### src/rtl/fp_absmax_reduce.sv
// Streaming max-|x| reduction over FP32 / FP16x2 vectors using one shared combinational comparator.
// Optional FP_ABSMAX_NAN_EN: sticky per-lane NaN tracking with canonical qNaN on the result.

module abs_comparator (
    input  logic [31:0] x,
    input  logic [31:0] y,
    input  logic        fmt,
    output logic        swap_h,
    output logic        swap_l
);

    // Sign bits are ignored so the compare is on magnitude only.
    // FP32 uses bit 15 as mantissa, but the FP16 hi sign bit is never needed.
    logic sign_unused;
    assign sign_unused = x[31] ^ y[31];

    // Strict greater-than keeps the earlier element on ties.
    always_comb begin
        swap_h = 1'b0;
        swap_l = 1'b0;
        if (fmt) begin
            swap_h = (y[30:16] > x[30:16]);
            swap_l = (y[14:0]  > x[14:0]);
        end else begin
            swap_h = (y[30:0] > x[30:0]);
        end
    end

endmodule

module fp_absmax_reduce #(
    parameter int IDX_W = 8
) (
    input  logic             clk,
    input  logic             rst_n,
    input  logic             in_valid,
    output logic             in_ready,
    input  logic             in_fmt,
    input  logic [31:0]      in_data,
    input  logic             in_last,
    output logic             out_valid,
    input  logic             out_ready,
    output logic             out_fmt,
    output logic [31:0]      out_data,
    output logic [IDX_W-1:0] out_idx_hi,
    output logic [IDX_W-1:0] out_idx_lo,
    output logic             out_fmt_err,
    output logic             out_ovf
);

    localparam logic       FMT_FP32 = 1'b0;
    localparam logic       FMT_FP16 = 1'b1;

    localparam logic [1:0] IDLE  = 2'd0;
    localparam logic [1:0] ACCUM = 2'd1;
    localparam logic [1:0] DONE  = 2'd2;

    localparam logic [IDX_W-1:0] CNT_ONE = IDX_W'(1);
    localparam logic [IDX_W-1:0] CNT_MAX = '1;

    logic [1:0]       state;
    logic [31:0]      acc;
    logic             fmt;
    logic [IDX_W-1:0] idx_hi;
    logic [IDX_W-1:0] idx_lo;
    logic [IDX_W-1:0] cnt;
    logic             fmt_err;
    logic             ovf;

    logic accept;
    logic fmt_ok;
    logic swap_h;
    logic swap_l;
    logic set_nan_hi;
    logic set_nan_lo;
    logic hi_frozen;
    logic lo_frozen;
    logic in_nan_hi;
    logic in_nan_lo;

    assign in_ready  = (state == IDLE) || (state == ACCUM);
    assign accept    = in_valid && in_ready;
    assign fmt_ok    = (in_fmt == fmt);
    assign out_valid = (state == DONE);

    abs_comparator u_cmp (
        .x      (acc),
        .y      (in_data),
        .fmt    (fmt),
        .swap_h (swap_h),
        .swap_l (swap_l)
    );

    // NaN classification of the incoming beat, using the beat's own format.
    always_comb begin
        in_nan_hi = 1'b0;
        in_nan_lo = 1'b0;
        if (in_fmt == FMT_FP32) begin
            in_nan_hi = (in_data[30:23] == 8'hFF) && (in_data[22:0] != 23'd0);
        end else begin
            in_nan_hi = (in_data[30:26] == 5'h1F) && (in_data[25:16] != 10'd0);
            in_nan_lo = (in_data[14:10] == 5'h1F) && (in_data[9:0]   != 10'd0);
        end
    end

`ifdef FP_ABSMAX_NAN_EN
    logic nan_hi;
    logic nan_lo;

    assign hi_frozen  = nan_hi;
    assign lo_frozen  = nan_lo;
    assign set_nan_hi = !nan_hi && in_nan_hi;
    assign set_nan_lo = !nan_lo && in_nan_lo;

    always_ff @(posedge clk or negedge rst_n) begin
        if (!rst_n) begin
            nan_hi <= 1'b0;
            nan_lo <= 1'b0;
        end else if (accept) begin
            if (state == IDLE) begin
                nan_hi <= in_nan_hi;
                nan_lo <= in_nan_lo;
            end else if (fmt_ok) begin
                if (set_nan_hi) nan_hi <= 1'b1;
                if (set_nan_lo) nan_lo <= 1'b1;
            end
        end
    end

    // A flagged lane reports canonical quiet NaN regardless of what acc holds.
    always_comb begin
        out_data = acc;
        if (nan_hi) begin
            if (fmt == FMT_FP32) out_data = 32'h7FC0_0000;
            else                 out_data[31:16] = 16'h7E00;
        end
        if (nan_lo && (fmt == FMT_FP16)) out_data[15:0] = 16'h7E00;
    end
`else
    logic nan_unused;

    assign nan_unused = in_nan_hi ^ in_nan_lo;
    assign hi_frozen  = 1'b0;
    assign lo_frozen  = 1'b0;
    assign set_nan_hi = 1'b0;
    assign set_nan_lo = 1'b0;
    assign out_data   = acc;
`endif

    assign out_fmt     = fmt;
    assign out_idx_hi  = idx_hi;
    assign out_idx_lo  = idx_lo;
    assign out_fmt_err = fmt_err;
    assign out_ovf     = ovf;

    // Main reduction FSM: first beat seeds the accumulator, later beats compete against it.
    always_ff @(posedge clk or negedge rst_n) begin
        if (!rst_n) begin
            state   <= IDLE;
            acc     <= 32'd0;
            fmt     <= FMT_FP32;
            idx_hi  <= '0;
            idx_lo  <= '0;
            cnt     <= '0;
            fmt_err <= 1'b0;
            ovf     <= 1'b0;
        end else begin
            case (state)
                IDLE: begin
                    if (accept) begin
                        acc     <= in_data;
                        fmt     <= in_fmt;
                        idx_hi  <= '0;
                        idx_lo  <= '0;
                        cnt     <= CNT_ONE;
                        fmt_err <= 1'b0;
                        ovf     <= 1'b0;
                        state   <= in_last ? DONE : ACCUM;
                    end
                end
                ACCUM: begin
                    if (accept) begin
                        cnt <= cnt + CNT_ONE;
                        if (!fmt_ok) begin
                            fmt_err <= 1'b1;
                        end else begin
                            if (fmt == FMT_FP32) begin
                                if (swap_h) acc <= in_data;
                            end else begin
                                if (swap_h) acc[31:16] <= in_data[31:16];
                                if (swap_l) acc[15:0]  <= in_data[15:0];
                            end
                            if (set_nan_hi || (swap_h && !hi_frozen)) idx_hi <= cnt;
                            if ((fmt == FMT_FP16) && (set_nan_lo || (swap_l && !lo_frozen)))
                                idx_lo <= cnt;
                        end
                        // The beat at the last index that fits closes the vector even without in_last.
                        if (in_last) begin
                            state <= DONE;
                        end else if (cnt == CNT_MAX) begin
                            state <= DONE;
                            ovf   <= 1'b1;
                        end
                    end
                end
                DONE: begin
                    if (out_ready) state <= IDLE;
                end
                default: state <= IDLE;
            endcase
        end
    end

endmodule

### config.mk
export PLATFORM = sky130hd
export DESIGN_NAME = fp_absmax_reduce
export DESIGN_NICKNAME = d
export VERILOG_FILES = /design/src/rtl/fp_absmax_reduce.sv
export SDC_FILE = /design/constraint.sdc
export NUM_CORES = 1
export LEC_CHECK = 0
export ABC_AREA = 1
export CELL_PAD_IN_SITES_DETAIL_PLACEMENT = 1
export CELL_PAD_IN_SITES_GLOBAL_PLACEMENT = 1
export CORE_UTILIZATION = 30
export CTS_BUF_LIST = sky130_fd_sc_hd__clkbuf_4
export CTS_CLUSTER_DIAMETER = 50
export DETAILED_ROUTE_END_ITERATION = 8
export GPL_TIMING_DRIVEN = 0
export HOLD_SLACK_MARGIN = 0.12
export PLACE_DENSITY_LB_ADDON = 0.15
export SYNTH_ARGS = -nofsm -noshare
export SYNTH_HDL_FRONTEND = slang
export SYNTH_SLANG_ARGS = --single-unit
### constraint.sdc
create_clock -name clk -period 5.6 [get_ports clk]
set_clock_uncertainty 0.05 [all_clocks]
set_input_delay 0.84 -clock clk [delete_from_list [all_inputs] [get_ports clk]]
set_output_delay 0.84 -clock clk [all_outputs]
set_load 0.01 [all_outputs]
* Word-level counts from Yosys, hierarchy flattened
Index checks and enable logic that the tools add are counted.
** Storage, ports and cells
- Register bits after elaboration :: 61
- Word-level logic and storage cells :: 79
** Operators by class
- Add/sub/neg operators :: 1
- Equal/unequal tests :: 16
- Reductions and logical operators :: 13
- Order comparisons :: 3
- Multiplexer cells :: 37
** Operator list (count)
- $mux 32 :: 5
- $mux 8 :: 9
- $pmux 32 s2 :: 1
- $pmux 8 s2 :: 3
- $mux 16 :: 2
- $gt 31x31->1 :: 1
- $gt 15x15->1 :: 2
- $reduce_and 5->1 :: 3
- $mux 2 :: 6
- $ne 2x2->1 const B :: 6
- $add 8x1->8 const B :: 1
- $eq 8x8->1 const B :: 1
- $mux 1 :: 8
- $reduce_and 4->1 :: 2
- $ne 2x1->1 const B :: 3
- $ne 3x3->1 const B :: 2
- $pmux 2 s3 :: 1
- $reduce_and 6->1 :: 1
- $pmux 1 s2 :: 2
- $ne 3x2->1 const B :: 1
- $reduce_and 3->1 :: 1
- $eq 2x1->1 const B :: 1
- $eq 2x2->1 const B :: 1
- $logic_and 1x1->1 :: 2
- other kinds (5) :: 5

* Depth between registers and ports, before layout
- Word-level depth :: 7
- Gate-level depth with buffers :: 16
- Depth with buffers taken out :: 15

* Modules after synthesis
From an unflattened synthesis, not the netlist that was laid out.
** Second synthesis, totals
- Cells, all modules :: 498
- Area total of the unflattened synthesis :: 3826.2 um^2
** Modules (own cells, without submodules)
- fp_absmax_reduce :: cells an instance 332, seq. area each 1526.5 um^2, area an instance 2857.7 um^2, instances 1
- abs_comparator :: cells an instance 166, seq. area each 0.0 um^2, area an instance 968.4 um^2, instances 1

* Least setup slack after synthesis
OpenSTA, ideal clock, no wires.
- Path kind :: in2reg
- Start :: in in_data[22]
- End :: reg acc[2], in the netlist out_data[2]
- Path slack :: 3.296 ns
- Library setup time :: 0.117 ns
- Stages :: 12
- Buffers on the path :: 1
- Data arrival time :: 2.137 ns
- Cells stage by stage :: ha_1 nand2_1 inv_1 a21oi_1 nand2_1 a21oi_1 nand2_2 nand2_8 nand2_8 buf_12 nand2_1 nand2_1
** Between the ends
- Longest elaborated chain between the ends :: 4
- Elaborated cells on any way between the ends :: 5
- Those cells by class :: order compare (2); eq/ne (1); mux (1); reduce/logical (1)
** RTL lines
- from (decl) :: line 39 : input logic [31:0] in_data,
- $gt 31x31->1 / $gt 15x15->1 (equally long branches) :: line 25, 22
- $mux 1 * :: line 21 : if (fmt) begin
- $ne 3x3->1 (no line) *
- $reduce_and 6->1 (no line) *
- to (signal assigned) :: line 171 : acc <= in_data;
- to (signal assigned) :: line 188 : if (swap_h) acc <= in_data;
- to (signal assigned) :: line 191 : if (swap_l) acc[15:0] <= in_data[15:0];
- to (decl) :: line 62 : logic [31:0] acc;
Mark *: on every way between the ends. The rest lies on a longest branch, timed or not.
A chain may end at the register's enable or synchronous reset.

* Worst setup path in the final report
- Start :: in in_data[6]
- End :: reg acc[2], in the netlist out_data[2]
** Between the ends
- Longest elaborated chain between the ends :: 4
- Elaborated cells on any way between the ends :: 7
- Those cells by class :: order compare (2); eq/ne (2); mux (2); reduce/logical (1)
** RTL lines (line)
- $gt 31x31->1 / $gt 15x15->1 (equally long branches) :: 25, 23
- $mux 1 :: 21
- $ne 3x3->1 (no line)
- $reduce_and 6->1 (no line) *
Marks and branches as above.

==> metrics <==
cell area after layout=0.00500 sq mm; DR pass1 iterations=4; flop and latch count out of synthesis=61; CTS tree=done; grt ovf=0; post-cts hold buffer count=0; Mapped Avg Cell Area=7.83 sq um; family with the most delay on the worst path=simple AND/OR/NAND/NOR gates; Worst Path Arrival=2870 ps; Worst setup SP type=input pin; Syn Std Cell Area=0.00378 sq mm; GPL Wtd Cong=0.869; required time worst endpoint=5880 ps; IO buf count=90; Die Ht=114 um; largest net degree at the start of global routing=62; number of clock sinks=61; Worst VDD drop=0.153 mV; GRT Total Usage=17.0%; critical path type=input pin to register; Worst-Skew Late Latency=440 ps; Synth cell types=25; post-DP HPWL=7760 um; max incr delay on CP=440 ps; Post-Place Cell Area=0.00489 sq mm; RSZ-0062 raised after global routing=false; clock tree buffer depth=2; final period utilization=46.3%; I/O Pins=91; antenna violations before repair=0; power per cell area=467 mW/mm^2; Final Max Tran Viols=0; htree depth=3; endpoints failing setup=0; Root Buffer=clkbuf_4; max_cap viols=0; initial core utilization=31.1%; Pwr Total=2330 uW; routed length per placed instance=13.4 um; crit path time final=2590 ps; Crit-path slowest cell=clkdlybuf4s50_1; share of layout cells above drive strength 1=11.4%; CTS Buf Count=9; Final Hold Fails=0; slew margin rel.=45.8%; via count=3383; WP buf/inv=2; post-DR vias/cell=4.47; Worst Hold Class=register to register; DRT Wirelength=10100 um; area share of the largest cell type after synthesis=40.4%; actual slew at the worst max-slew pin=813 ps; Post-CTS Setup Repair Bufs=0; status=finished, final reports clean; Cell Chain, Critical Path=clkdlybuf4s50_1 -> ha_1 -> nand2_1 -> nor2_1 -> nand3b_1 -> nor2_1 -> nor2_1 -> nand2_2 -> nand2_4 -> nand2_4 -> nand2_8 -> buf_12 -> nand2_1 -> nand2_1; # resized after CTS=0; P&R area growth vs syn=32.2%; type of element capturing the critical path=register; Synth area leader=dfrtp_1; Syn Nets=554; top cells by area, synth=dfrtp_1, nand2_1, ha_1; Remaining DRCs=0; Die ar.=0.0131 sq mm; global-route wire length before repair=17100 um; vias in the first global route=3604; Final TNS setup=0 ps; Ys Warns=0; Achievable Freq=386 MHz; post-synthesis sequential area ratio=40.4%; post-route ant nets=0; crit-path max FO=10; Lkg Pwr=0.00251 uW; Final nets=655; clock-pin slew on the worst setup and hold paths=110 ps; Core Region=0.0122 sq mm; row count=40; Iter 0 DRT Violations=50; WHS=433 ps; Post-Synthesis Cells=483; Die W=114 um; ant diodes=0
[worst register-to-register path, stage by stage, from the launching register on]
cell and delay, ps:
dfrtp_1 400, inv_1 60, ha_1 290, nand2_1 70
nor2_1 140, nand3b_1 110, nor2_1 160, nor2_1 70
nand2_2 80, nand2_4 90, nand2_4 180, nand2_8 100
buf_12 160, nand2_1 60, nand2_1 50
[kinds of logic after synthesis]
| logic type | after synthesis | synth area share (%) |
|---|---|---|
| flops | 61 | 40.4 |
| buf+inv | 84 | 10.4 |
| xor+xnor | 1 | 0.232 |
| simple gates | 272 | 33.7 |
| compound gates | 32 | 4.34 |
| fa+ha+maj | 33 | 10.9 |
[area by class of cell]
type                       count  area [sq um]
sequential                    61          1530
clock buffer                   9          67.6
tap                          168           210
buffer                        11           119
timing repair buffer          90           898
multi-input combinational    338          1860
inverter                      73           274
fill                        1515          7160
clock inverter                 7          42.5
[per-stage QoR]
step	worst slack [ps]	std cells	util [%]
after global placement	1390	741	40.2
after detailed placement	2500	741	40.2
after CTS	2990	757	41.1
after global routing	2890	757	41.1
final	3010	757	41.1
after floorplan	3300	483	-
[power breakdown]
part	internal (uW)	total, uW	switching (uW)
Combinational	619	1350	728
Sequential	591	719	128
Clock	87.8	267	179
Total	1300	2330	1030
[path summary, 6_finish.rpt]
path                               start             to  slack, ps  cells past startpoint
max                           in_data[6]    out_data[2]       3010                     14
min                        out_idx_lo[1]  out_idx_lo[1]        430                      2
max reg2reg                  out_data[6]    out_data[2]       3440                     14
min reg2reg                out_idx_lo[1]  out_idx_lo[1]        430                      2
max in group asynchronous          rst_n    out_data[7]       4530                      1
min in group asynchronous          rst_n   out_data[20]        440                      1
[flip-flops by register name (all words and copies together) (netlist names)]
register and flops:
out_idx_hi 8, cnt 8, out_fmt 1, out_data 32
out_ovf 1, out_fmt_err 1, state 2, out_idx_lo 8
[layout by cell type (no fill, tap or decap), types with 9 or more instances in the layout]
cell / count
nand2_1: 150
ha_1: 33
inv_1: 70
dfrtp_1: 61
nand3_1: 55
o21ai_0: 12
nor2_1: 25
clkdlybuf4s50_1: 89
nand2_2: 24
a21oi_1: 18
clkbuf_4: 9
[cell usage after synthesis (all sizes together)]
master / count
nand3b: 1
a21oi: 18
buf: 11
nand3: 56
nor3b: 1
dfrtp: 61
nand2: 180
inv: 73
ha: 33
xor2: 1
nor2: 31
a31oi: 1
nor4: 1
o211ai: 1
nor3: 2
o21ai: 12
[routing by layer]
layer / vias up / GRT usage (%) / wire [um]
li1: 1713 / - / -
met1: 1603 / 19.7 / 4540
met2: 56 / 30.3 / 5080
met3: 11 / 5.24 / 384
met4: 0 / 4.59 / 129
met5: - / 0 / 0
(Power assumes the default switching activity.)
